==> src/rtl/tetris_pkg.sv <==
// Shared command encoding between the move-command generator and the game executioner.
package tetris_pkg;

    typedef enum logic [1:0] {
        CMD_LEFT   = 2'd0,
        CMD_RIGHT  = 2'd1,
        CMD_ROTATE = 2'd2
    } command_t;

endpackage

==> src/rtl/move_command_generator.sv <==
// Button front end (sync, debounce, auto-repeat) feeding a framed move_clk strobe
// that hands one command at a time to the game executioner.
module move_command_generator
    import tetris_pkg::*;
#(
    parameter int unsigned DEBOUNCE_CYCLES = 20000,
    parameter int unsigned DAS_CYCLES      = 800000,
    parameter int unsigned ARR_CYCLES      = 200000,
    parameter int unsigned STROBE_CYCLES   = 4
) (
    input  logic       clk,
    input  logic       reset,
    input  logic       btn_left,
    input  logic       btn_right,
    input  logic       btn_rotate,
    output command_t   move,
    output logic       move_valid,
    output logic       move_clk,
    output logic [7:0] issued_count
);

    localparam int unsigned NBTN    = 3;
    localparam int unsigned IDX_L   = 0;
    localparam int unsigned IDX_R   = 1;
    localparam int unsigned IDX_ROT = 2;
    localparam int unsigned DBW     = $clog2(DEBOUNCE_CYCLES + 1);
    localparam int unsigned REP_MAX = (DAS_CYCLES > ARR_CYCLES) ? DAS_CYCLES : ARR_CYCLES;
    localparam int unsigned RPW     = $clog2(REP_MAX + 1);
    localparam int unsigned STW     = $clog2(STROBE_CYCLES + 1);

    typedef enum logic [1:0] {
        ST_IDLE  = 2'd0,
        ST_SETUP = 2'd1,
        ST_HIGH  = 2'd2,
        ST_LOW   = 2'd3
    } state_t;

    state_t          state;
    logic [NBTN-1:0] raw_c;
    logic [NBTN-1:0] sync1;
    logic [NBTN-1:0] sync2;
    logic [NBTN-1:0] deb;
    logic [NBTN-1:0] deb_q;
    logic [DBW-1:0]  db_cnt [NBTN];
    logic [NBTN-1:0] press_c;

    logic [RPW-1:0]  rep_cnt [2];
    logic [1:0]      rep_armed;
    logic [1:0]      rep_evt_c;
    logic            lr_both_c;

    logic [NBTN-1:0] pend;
    logic [NBTN-1:0] evt_c;
    logic [NBTN-1:0] win_oh_c;
    logic [NBTN-1:0] clr_c;
    command_t        win_c;
    logic [STW-1:0]  st_cnt;

    assign raw_c     = {btn_rotate, btn_right, btn_left};
    assign press_c   = deb & ~deb_q;
    assign lr_both_c = deb[IDX_L] & deb[IDX_R];

    // Two-flop synchronizer and per-button debounce; level flips after a full run of disagreeing samples
    always_ff @(posedge clk or negedge reset) begin
        if (!reset) begin
            sync1 <= '0;
            sync2 <= '0;
            deb   <= '0;
            deb_q <= '0;
            for (int i = 0; i < NBTN; i++) db_cnt[i] <= '0;
        end else begin
            sync1 <= raw_c;
            sync2 <= sync1;
            deb_q <= deb;
            for (int i = 0; i < NBTN; i++) begin
                if (sync2[i] == deb[i]) begin
                    db_cnt[i] <= '0;
                end else if (db_cnt[i] == DBW'(DEBOUNCE_CYCLES - 1)) begin
                    deb[i]    <= ~deb[i];
                    db_cnt[i] <= '0;
                end else begin
                    db_cnt[i] <= db_cnt[i] + DBW'(1);
                end
            end
        end
    end

    // Auto-repeat fires first at DAS after the press, then every ARR; armed marks the ARR phase
    always_comb begin
        rep_evt_c = '0;
        for (int i = 0; i < 2; i++) begin
            if (deb[i] && !lr_both_c) begin
                rep_evt_c[i] = rep_armed[i] ? (rep_cnt[i] == RPW'(ARR_CYCLES))
                                            : (rep_cnt[i] == RPW'(DAS_CYCLES));
            end
        end
    end

    always_ff @(posedge clk or negedge reset) begin
        if (!reset) begin
            rep_armed <= '0;
            for (int i = 0; i < 2; i++) rep_cnt[i] <= '0;
        end else begin
            for (int i = 0; i < 2; i++) begin
                if (!deb[i] || lr_both_c) begin
                    rep_cnt[i]   <= '0;
                    rep_armed[i] <= 1'b0;
                end else if (rep_evt_c[i]) begin
                    rep_cnt[i]   <= RPW'(1);
                    rep_armed[i] <= 1'b1;
                end else if (rep_cnt[i] != RPW'(REP_MAX)) begin
                    rep_cnt[i] <= rep_cnt[i] + RPW'(1);
                end
            end
        end
    end

    // Fixed-priority arbitration: rotate, then left, then right
    always_comb begin
        evt_c    = press_c | {1'b0, rep_evt_c};
        win_oh_c = '0;
        win_c    = CMD_RIGHT;
        if (pend[IDX_ROT]) begin
            win_oh_c[IDX_ROT] = 1'b1;
            win_c             = CMD_ROTATE;
        end else if (pend[IDX_L]) begin
            win_oh_c[IDX_L] = 1'b1;
            win_c           = CMD_LEFT;
        end else if (pend[IDX_R]) begin
            win_oh_c[IDX_R] = 1'b1;
        end
        clr_c = (state == ST_IDLE) ? win_oh_c : '0;
    end

    // A new event in the clearing cycle re-arms the flag
    always_ff @(posedge clk or negedge reset) begin
        if (!reset) pend <= '0;
        else        pend <= (pend & ~clr_c) | evt_c;
    end

    // Strobe framing: SETUP presents the command, then move_clk high and low for STROBE_CYCLES each
    always_ff @(posedge clk or negedge reset) begin
        if (!reset) begin
            state        <= ST_IDLE;
            move         <= CMD_LEFT;
            move_valid   <= 1'b0;
            move_clk     <= 1'b0;
            issued_count <= '0;
            st_cnt       <= '0;
        end else begin
            case (state)
                ST_IDLE: begin
                    move_valid <= 1'b0;
                    move_clk   <= 1'b0;
                    if (pend != '0) begin
                        state        <= ST_SETUP;
                        move         <= win_c;
                        move_valid   <= 1'b1;
                        issued_count <= issued_count + 8'd1;
                    end
                end
                ST_SETUP: begin
                    state    <= ST_HIGH;
                    move_clk <= 1'b1;
                    st_cnt   <= '0;
                end
                ST_HIGH: begin
                    if (st_cnt == STW'(STROBE_CYCLES - 1)) begin
                        state    <= ST_LOW;
                        move_clk <= 1'b0;
                        st_cnt   <= '0;
                    end else begin
                        st_cnt <= st_cnt + STW'(1);
                    end
                end
                ST_LOW: begin
                    if (st_cnt == STW'(STROBE_CYCLES - 1)) begin
                        state      <= ST_IDLE;
                        move_valid <= 1'b0;
                        st_cnt     <= '0;
                    end else begin
                        st_cnt <= st_cnt + STW'(1);
                    end
                end
                default: state <= ST_IDLE;
            endcase
        end
    end

endmodule

==> config.mk <==
export PLATFORM = sky130hd
export DESIGN_NAME = move_command_generator
export DESIGN_NICKNAME = d
export VERILOG_FILES = /design/src/rtl/tetris_pkg.sv /design/src/rtl/move_command_generator.sv
export SDC_FILE = /design/constraint.sdc
export NUM_CORES = 1
export LEC_CHECK = 0
export ABC_AREA = 1
export BUFFER_PORTS_ARGS = -buffer_cell sky130_fd_sc_hd__buf_2
export CORE_MARGIN = 8
export CORE_UTILIZATION = 60
export DETAILED_ROUTE_END_ITERATION = 16
export GPL_TIMING_DRIVEN = 0
export PLACE_DENSITY_LB_ADDON = 0.1
export SLEW_MARGIN = 20
export SYNTH_ARGS = -nofsm -noshare
export SYNTH_HDL_FRONTEND = slang
export SYNTH_SLANG_ARGS = --single-unit
==> constraint.sdc <==
create_clock -name clk -period 2.4 [get_ports clk]
set_clock_uncertainty 0.15 [all_clocks]
set_input_delay 0.24 -clock clk [delete_from_list [all_inputs] [get_ports clk]]
set_output_delay 0.24 -clock clk [all_outputs]
set_load 0.05 [all_outputs]
==> results of run 1 <==
## layer usage
layer  vias up  GRT usage, %
met5         -             0
met4         0         9.133
met3        30         5.730
met2       189         30.49
met1      2652         26.57
li1       2795             -
## synth_stat cells (all sizes together)
cell type / number
nand2: 179
nor2: 169
inv: 124
dfrtp: 119
nand3: 77
nor3: 40
nand4: 33
xor2: 31
a21oi: 20
o21ai: 17
ha: 14
xnor2: 6
a31oi: 3
o21bai: 3
a211oi: 2
nor3b: 2
o22ai: 2
a21o: 1
a31o: 1
and3: 1
buf: 1
clkbuf: 1
clkinv: 1
mux2: 1
nand3b: 1
or2: 1
## where the power goes
group / internal [mW] / leakage, nW / switching, mW
Clock: 1.53 / 0.266 / 0.910
Combinational: 0.0281 / 1.47 / 0.0651
Sequential: 2.03 / 1.64 / 0.0125
Total: 3.58 / 3.38 / 0.987
## cell usage in the layout (no fill, tap or decap), types with 4 or more instances in the layout
master,netlist,layout
xnor2_1,6,6
xor2_1,31,31
nand3_1,76,76
nand2_1,176,176
dlygate4sd3_1,0,4
ha_1,14,14
inv_1,120,120
nand4_1,33,33
inv_2,4,4
a21oi_1,19,19
dfrtp_1,119,119
buf_2,1,16
clkbuf_16,0,16
nor3_1,33,33
nor3_2,4,4
o21ai_0,16,16
nor2_1,163,163
clkinvlp_4,0,5
## worst max-delay path by stage
stage,start,to,slack [ps]
finish,state[0],issued_count[6],450
floorplan,state[0],issued_count[6],750
detailed placement,state[0],issued_count[6],430
CTS,state[0],issued_count[6],420
global route,state[0],issued_count[6],230
global placement,reset,db_cnt[24],-510
## sequential cells by signal (all words and copies together), names as in the netlist, 3 cells and up
register	count
db_cnt	45
rep_cnt	40
issued_count	8
deb	3
deb_q	3
pend	3
st_cnt	3
sync1	3
sync2	3
## per-stage QoR
step / hold slack [ps] / utilization, % / power (mW) / std cells / setup slack (ps)
after global placement: 186.0 / 62.92 / 2.154 / 1006 / -514.1
after global routing: 105.9 / 68.98 / 4.726 / 1043 / 230.2
after detailed placement: 34.63 / 63.24 / 2.166 / 1007 / 428.5
after floorplan: -205.6 / - / 2.104 / 850 / 747.1
after CTS: 50.83 / 68.98 / 4.618 / 1043 / 417.3
final: 44.84 / 68.98 / 4.570 / 1043 / 448.1
## kinds of logic after synthesis
kind of cell / after synthesis / synth area share, %
DFF: 119 / 45.98
xor gates and xnor gates: 37 / 5.004
adders and majority gates: 14 / 2.705
AOI/OAI and AO/OA: 49 / 4.231
and+or+nand+nor: 503 / 34.51
buffers and inverters: 127 / 7.399
muxes: 1 / 0.1739
## final cells by class
cell class              count  area, µm²  share of cell area (%)
repair buffers             21      153.9                   2.085
well taps                 140      175.2                   2.374
flip-flops and latches    119       2978                   40.35
plain buffers               2      10.01                  0.1356
inverters                 125      469.2                   6.358
multi-input cells         604       3019                   40.91
clock buffers              21      449.2                   6.087
clock inverters            11      125.1                   1.695
## repair_timing
action,4_1_cts,5_1_grt
hold buffers,4,0
hold endpoints to repair,122,0
setup endpoints to repair,0,0
## worst max-delay path: cells and delay by family, from the launching register on
kind	cells	cell delay, ps
flip-flops	1	410
XOR/XNOR	1	170
AND/OR/NAND/NOR	4	670
buffers and inverters	2	300
adder cells (fa/ha/maj)	1	150
==> impl_metrics.toml, run 1 <==
[setup_path]
r2r-end = "issued_count[6]"
slowest_stage = "dfrtp_1"
worstSetupPathType = "reg -> reg"
critPathCaptureType = "register"
path_cells = "inv_1 > ha_1 > clkbuf_2 > nand2_1 > nor2_1 > nand2_1 > nor2_1 > xor2_1"
arrival_ps = 2240
crit_required_ps = 2690
reg2reg_depth = 8
start_kind = "register"
r2r_setup_slack_ps = 450
r2r-start = "state[0]"
slowest_delay_ps = 410
crit_fanout = 8

[floorplanning]
chipHeight_um = 119.9
die_area_um2 = 14370
fp.dieW_um = 119.9
core_region_area_um2 = 10700
num_io_pins = 17
initial_core_util_pct = 60.54
num_rows = 38

[final_layout]
drive_gt1_share_pct = 8.195
finalInstanceArea_um2 = 7380
syn_to_final_growth_pct = 13.95
fillers = 877
num-nets-final = 909
num_antenna_cells = 0

[timing]
clock.fmax_mhz = 512.3
min_period_ps = 1952
hold_viol = 0
relSlewSlack_pct = 61.92
finalSetupTns_ps = 0
finalSetupViolations = 0
rsz0062_at_grt = "false"
tightest_slew_ps = 566.9
slew_violations = 0
period_share_pct = 81.33

[global_route]
grt_pass1_wl_mm = 23.82
overflow = 0
grt_use_total_pct = 20.20
grt_max_degree = 79
grt_pass1_vias = 5405
antenna_found_initial = 0

[status]
status = "finished clean"

[routing]
ant_nets = 0
route.detailed.vias_per_inst = 5.432
drt-initial-drc-count = 558
top_layer_used = "met4"
dr_wl_met3_um = 830
routedWlPerCell_um = 13.18
wl_met2_mm = 6.298
drt_pass1_iterations = 5
drt_wl_total_mm = 13.74
vias = 5666
wl_met1_mm = 6.323
route.detailed.drc = 0

[power]
powerDensity_nw_per_um2 = 619.2
p_leak_nw = 3.378
ir_drop_v = 0.0006403

[yosys]
yosysTopAreaCell = "dfrtp_1"
synth-warning-count = 0
synth-seq-area-share_pct = 45.98
synth_cells = 850
synth_cell_types = 36
synth.cell_area_um2 = 6476
ys_seq_elements = 119
syn_avg_cell_area_um2 = 7.619
yosysTopAreaCellShare_pct = 45.98
netlist_top_cells_area = "dfrtp_1 (46%), nand2_1 (10%), nor2_1 (9.4%)"
syn_nets = 869

[clock_network]
cts_setup_buffers = 0
cts_buffers = 17
clock-sinks = 119
clk_pin_slew_worst_paths_ps = 60
cts_max_level = 4
clk_latency_ps = 520
root_buffer = "clkbuf_8"
cts_tree = "done"
clk_path_buf_depth = 2
cts.repair.resized = 0

[run]
maxCapViolations = 0

[place]
gp_congestion = 0.9264
dp_hpwl_mm = 9.829
place_area_um2 = 6765
io_buffers = 16

[min_path]
hp-class = "in -> async"
No activity file was read; power rests on OpenSTA's default activity.
==> run 2: changes to the inputs <==
--- a/config.mk
+++ b/config.mk
@@ -5,10 +5,10 @@
 export SDC_FILE = /design/constraint.sdc
 export NUM_CORES = 1
 export LEC_CHECK = 0
-export ABC_AREA = 1
+export ABC_AREA = 0
 export BUFFER_PORTS_ARGS = -buffer_cell sky130_fd_sc_hd__buf_2
 export CORE_MARGIN = 8
-export CORE_UTILIZATION = 60
+export CORE_UTILIZATION = 56
 export DETAILED_ROUTE_END_ITERATION = 16
 export GPL_TIMING_DRIVEN = 0
 export PLACE_DENSITY_LB_ADDON = 0.1
==> constraint.sdc (replaced) <==
create_clock -name clk -period 1.6 [get_ports clk]
set_clock_uncertainty 0.15 [all_clocks]
set_input_delay 0.16 -clock clk [delete_from_list [all_inputs] [get_ports clk]]
set_output_delay 0.16 -clock clk [all_outputs]
set_load 0.05 [all_outputs]
==> run 2 against run 1 <==
Compared with the run above: the flow now finishes with violations (hold timing, setup timing); synthesized area down 9.6%; maximum frequency is 9.8% lower; clock-buffer cell count is 1 higher; worst hold slack got worse by 46 ps; cell count is 21% lower; clock power increased by 60%; highest routed layer unchanged.
==> impl_metrics.toml, run 2 <==
[floorplanning]
core_region_area_um2 = 10230
die_area_um2 = 13980
num_io_pins = 17
initial_core_util_pct = 57.20
chipHeight_um = 118.2
num_rows = 37
fp.dieW_um = 118.2

[setup_path]
start_kind = "register"
worstSetupPathType = "reg -> reg"
r2r-start = "rep_cnt[19]"
r2r_setup_slack_ps = -560
reg2reg_depth = 5
crit_required_ps = 1820
critPathCaptureType = "register"
r2r-end = "rep_cnt[18]"
crit_fanout = 10
arrival_ps = 2390

[global_route]
grt_max_degree = 68
grt_pass1_wl_mm = 22.66
grt_use_total_pct = 19.62
grt_pass1_vias = 4787
overflow = 0
antenna_found_initial = 0

[yosys]
synth.cell_area_um2 = 5852
synth_edf_count = 0
ys_seq_elements = 119
ys_top_cells_by_count = "dfrtp_1 (119), nor2_1 (57), xnor2_1 (48)"
synthArstFlopShare_pct = 100.0
netlist_top_cells_area = "dfrtp_1 (51%), xnor2_1 (7.2%), nor2_1 (3.7%)"
synth-warning-count = 0
yosysTopAreaCell = "dfrtp_1"
synth_cells = 582
synth-seq-area-share_pct = 50.89
synth_cell_types = 46
yosysMostFrequentCell = "dfrtp_1"
yosysTopAreaCellShare_pct = 50.89
syn_nets = 601
synth-main-ff-cell = "dfrtp_1"
syn_avg_cell_area_um2 = 10.05

[routing]
routedWlPerCell_um = 16.34
vias = 4732
ant_nets = 0
route.detailed.drc = 0
drt_wl_total_mm = 13.45
route.detailed.vias_per_inst = 5.750
drt-initial-drc-count = 318
drt_pass1_iterations = 5

[clock_network]
root_buffer = "clkbuf_8"
clk_path_buf_depth = 2
cts_buffers = 17
clk_latency_ps = 520
clk_pin_slew_worst_paths_ps = 60
clock-sinks = 119
cts_tree = "done"
cts_max_level = 4

[status]
violations = "hold timing, setup timing"
status = "complete, but fails checks"

[final_layout]
num-nets-final = 693
mostFrequentLayoutCell = "dfrtp_1"
largest_reg_flops = 45
syn_to_final_growth_pct = 33.80
fillers = 682
top_regs = "db_cnt (45), rep_cnt (40), issued_count (8)"
drive_gt1_share_pct = 35.08
num_antenna_cells = 0
largest-register = "db_cnt"
final_cell_mix = "dfrtp_1 (108), xnor2_1 (48), buf_4 (43)"

[timing]
slew_violations = 0
tightest_slew_ps = 743.2
finalSetupViolations = 91
clock.fmax_mhz = 462.0
relSlewSlack_pct = 50.46
finalSetupTns_ps = -38030
hold_ws_ps = -0.7916
setup_slack_ps = -564.4
rsz0062_at_grt = "true"
min_period_ps = 2164
hold_viol = 1
period_share_pct = 135.3

[place]
dp_slack_ps = -619.6
gp_congestion = 0.8256
io_buffers = 16
dp_hpwl_mm = 7.834

[power]
powerDensity_nw_per_um2 = 918.6
p_leak_nw = 3.127
power_mw = 7.193
ir_drop_v = 0.001161

[min_path]
hp-class = "in -> async"

[run]
maxCapViolations = 0
==> run 2: worst max path at each step <==
stage	slack (ps)	depth (start not counted)	to	from
floorplan	-450	5	rep_cnt[19]	rep_cnt[5]
global placement	-1210	1	db_cnt[41]	reset
detailed placement	-620	5	rep_cnt[18]	rep_cnt[1]
CTS	-550	5	rep_cnt[3]	rep_cnt[19]
global route	-610	5	rep_cnt[15]	rep_cnt[19]
finish	-560	5	rep_cnt[18]	rep_cnt[19]
==> run 2: repair_timing <==
action / in CTS / in global routing
hold buffers: 4 / 0
resized for setup: 53 / 60
setup buffers: 31 / 23
cloned: 3 / 0
hold endpoints to repair: 122 / 0
endpoints found under the setup margin: 98 / 99
pin swaps: 14 / 9
==> run 2: critical path, cell delays in order (launching register included) <==
cell and delay [ps]:
dfrtp_1 410, or4b_4 550, or4_4 470, a21oi_4 200
buf_6 180, a211oi_1 60
==> run 2: logic make-up (layout without fill, tap and decap cells) <==
group / after synthesis / count (layout) / share of synthesized area, %
and+or+nand+nor: 271 / 271 / 25.00
xor gates and xnor gates: 71 / 71 / 10.63
adders and majority gates: 14 / 14 / 2.993
AOI/OAI and AO/OA: 57 / 57 / 6.479
DFF: 119 / 119 / 50.89
buffers and inverters: 45 / 150 / 3.057
muxes: 5 / 5 / 0.9621
==> run 2: cell type report <==
type                    count  area, µm²  area share, %
plain buffers              11      113.9          1.454
clock buffers              22      473.0          6.040
clock inverters            10      143.9          1.838
inverters                  31      116.4          1.486
multi-input cells         418       3193          40.78
flip-flops and latches    119       2992          38.21
well taps                 136      170.2          2.173
repair buffers             76      628.1          8.022
==> run 2: report_power, final <==
part / switching [mW] / leakage [nW] / internal [mW]
Combinational: 0.134 / 1.21 / 0.0945
Clock: 1.36 / 0.293 / 2.54
Sequential: 0.0270 / 1.62 / 3.04
Total: 1.52 / 3.13 / 5.67
==> run 2: stage by stage <==
| stage | cells | instance area (µm²) | utilization, % |
|---|---|---|---|
| after floorplan | 582 | 6142 | - |
| after global placement | 734 | 6392 | 62.48 |
| after detailed placement | 735 | 6426 | 62.81 |
| after CTS | 805 | 7542 | 73.72 |
| after global routing | 823 | 7830 | 76.53 |
| final | 823 | 7830 | 76.53 |
==> run 2: metal layers <==
metal / vias to the layer above / wire length (µm) / GRT usage (%)
met2: 94 / 6586 / 31.33
met3: 13 / 574 / 6.568
met5: - / 0 / 0
met1: 2355 / 6119 / 24.69
li1: 2270 / - / -
met4: 0 / 171 / 6.245
==> run 3: changes to the inputs <==
--- a/config.mk
+++ b/config.mk
@@ -6,12 +6,12 @@
 export NUM_CORES = 1
 export LEC_CHECK = 0
 export ABC_AREA = 0
-export BUFFER_PORTS_ARGS = -buffer_cell sky130_fd_sc_hd__buf_2
 export CORE_MARGIN = 8
-export CORE_UTILIZATION = 56
+export CORE_UTILIZATION = 57
 export DETAILED_ROUTE_END_ITERATION = 16
+export DONT_BUFFER_PORTS = 1
 export GPL_TIMING_DRIVEN = 0
-export PLACE_DENSITY_LB_ADDON = 0.1
+export PLACE_DENSITY = 0.75
 export SLEW_MARGIN = 20
 export SYNTH_ARGS = -nofsm -noshare
 export SYNTH_HDL_FRONTEND = slang
==> run 3 against run 2 <==
Compared with the run above: the flow still finishes with violations (hold timing, setup timing); clock-buffer cell count decreased by 2; first-iteration DRC count increased by 23%; worst setup slack got worse by 50 ps; sequential power about the same; die area shrank 1.5%; critical endpoint is now rep_cnt[19]; largest cell class unchanged; largest power group unchanged.
==> impl_metrics.toml, run 3 (synthesis gave the netlist of run 2 again) <==
[timing]
rsz0062_at_grt = "true"
period_share_pct = 138.4
relSlewSlack_pct = 38.00
hold_ws_ps = -835.7
clock.fmax_mhz = 451.6
finalSetupViolations = 91
slew_violations = 0
hold_viol = 119
tightest_slew_ps = 930.0
setup_slack_ps = -614.5
min_period_ps = 2215

[clock_network]
cts_max_level = 4
clk_pin_slew_worst_paths_ps = 60
root_buffer = "clkbuf_8"
cts_buffers = 17
clk_path_buf_depth = 2
cts_tree = "done"
clk_latency_ps = 540
hold_buffers = 3
clock-sinks = 119

[final_layout]
num_antenna_cells = 0
num-nets-final = 689
finish.utilization_pct = 79.37
syn_to_final_growth_pct = 37.50
largest_reg_flops = 45
largest-register = "db_cnt"
final_cell_mix = "dfrtp_1 (105), buf_4 (49), xnor2_1 (48)"
mostFrequentLayoutCell = "dfrtp_1"
top_regs = "db_cnt (45), rep_cnt (40), issued_count (8)"
drive_gt1_share_pct = 37.68
finalInstanceArea_um2 = 8046
fillers = 542

[setup_path]
worstSetupPathType = "reg -> reg"
slowest_delay_ps = 550
start_kind = "register"
slowest_stage = "or4b_4"
crit_required_ps = 1830
arrival_ps = 2450
reg2reg_depth = 6
path_cells = "or4b_4 > or4_4 > a21oi_4 > buf_6 > buf_6 > a211oi_2"
crit_fanout = 5
critPathCaptureType = "register"
critical_path.most_common_cell = "buf_6"

[status]
status = "complete, but fails checks"
violations = "hold timing, setup timing"

[routing]
ant_nets = 0
drt-initial-drc-count = 390
route.detailed.vias_per_inst = 5.968
route.detailed.drc = 0
vias = 4882
routedWlPerCell_um = 18.28
drt_wl_total_mm = 14.95
drt_pass1_iterations = 5

[place]
gp_congestion = 0.8193
io_buffers = 0
dp_hpwl_mm = 7.816
place_area_um2 = 6312
dp_slack_ps = -621.0

[floorplanning]
fp.dieW_um = 117.3
die_area_um2 = 13770
num_rows = 37
chipHeight_um = 117.3
num_io_pins = 17
initial_core_util_pct = 57.72
core_region_area_um2 = 10140

[min_path]
hp-class = "in -> async"

[power]
power_mw = 7.402
p_leak_nw = 3.162
ir_drop_v = 0.001030
powerDensity_nw_per_um2 = 919.9

[global_route]
grt_use_total_pct = 21.17
antenna_found_initial = 0
overflow = 0
grt_pass1_vias = 4991
grt_max_degree = 120
grt_pass1_wl_mm = 24.11

[run]
maxCapViolations = 0
## run 3: changes by cell type in the layout (fill, tap and decap cells not counted), sizes merged
cell / delta
bufinv: +2
clkbuf: -1
inv: +1
clkinv: -2
dlygate4sd3: -1
buf: -4
## run 3: through the flow
stage / TNS [ps] / instances
after floorplan: -34550 / 582
after global placement: -42400 / 718
after detailed placement: -45180 / 718
after CTS: -38470 / 811
after global routing: -44920 / 818
final: -40870 / 818
## run 3: worst max-delay path: cells and delay by family (launching register included)
family / cells / cell delay, ps
AOI/OAI and AO/OA: 2 / 220
DFF: 1 / 400
buffers and inverters: 2 / 270
and+or+nand+nor: 2 / 1020
## run 3: per-layer routing
layer / GRT usage, % / vias to the layer above / wire [µm]
met5: 0 / - / 0
met4: 8.597 / 0 / 363
met3: 6.811 / 34 / 890
met2: 34.66 / 144 / 7414
met1: 25.24 / 2441 / 6285
li1: - / 2263 / -
## run 3: area by class of cell
cell class                 instances  area, µm²  share of cell area, %
clock inverter                    11      195.2                  2.426
multi-input combinational        418       3332                  41.41
buffer                            13      147.6                  1.835
tap                              136      170.2                  2.115
sequential                       119       2995                  37.23
timing repair buffer              70      629.4                  7.821
clock buffer                      20      455.4                  5.660
inverter                          31      121.4                  1.508
## run 3: path summary, 6_finish.rpt
| kind | startpoint | end | slack, ps |
|---|---|---|---|
| min in group clk | btn_left | sync1[0] | 20 |
| min reg2reg | sync1[2] | sync2[2] | 200 |
| max | rep_cnt[19] | rep_cnt[19] | -610 |
| min | reset | rep_cnt[11] | -840 |
| max reg2reg | rep_cnt[19] | rep_cnt[19] | -610 |
| max in group asynchronous | reset | db_cnt[5] | 1960 |
## run 3: repair_timing
action	4_1_cts	5_1_grt
gates cloned	7	0
buffers inserted	52	11
hold endpoints to repair	122	119
pin swaps	29	13
endpoints found under the setup margin	97	98
resized for setup	97	55
## run 3: power by group
group | total (mW) | switching, mW | leakage, nW | internal [mW]
registers | 3.06 | 0.0268 | 1.62 | 3.04
logic | 0.139 | 0.0678 | 1.23 | 0.0716
clock network | 4.20 | 1.39 | 0.310 | 2.81
total | 7.40 | 1.49 | 3.16 | 5.92
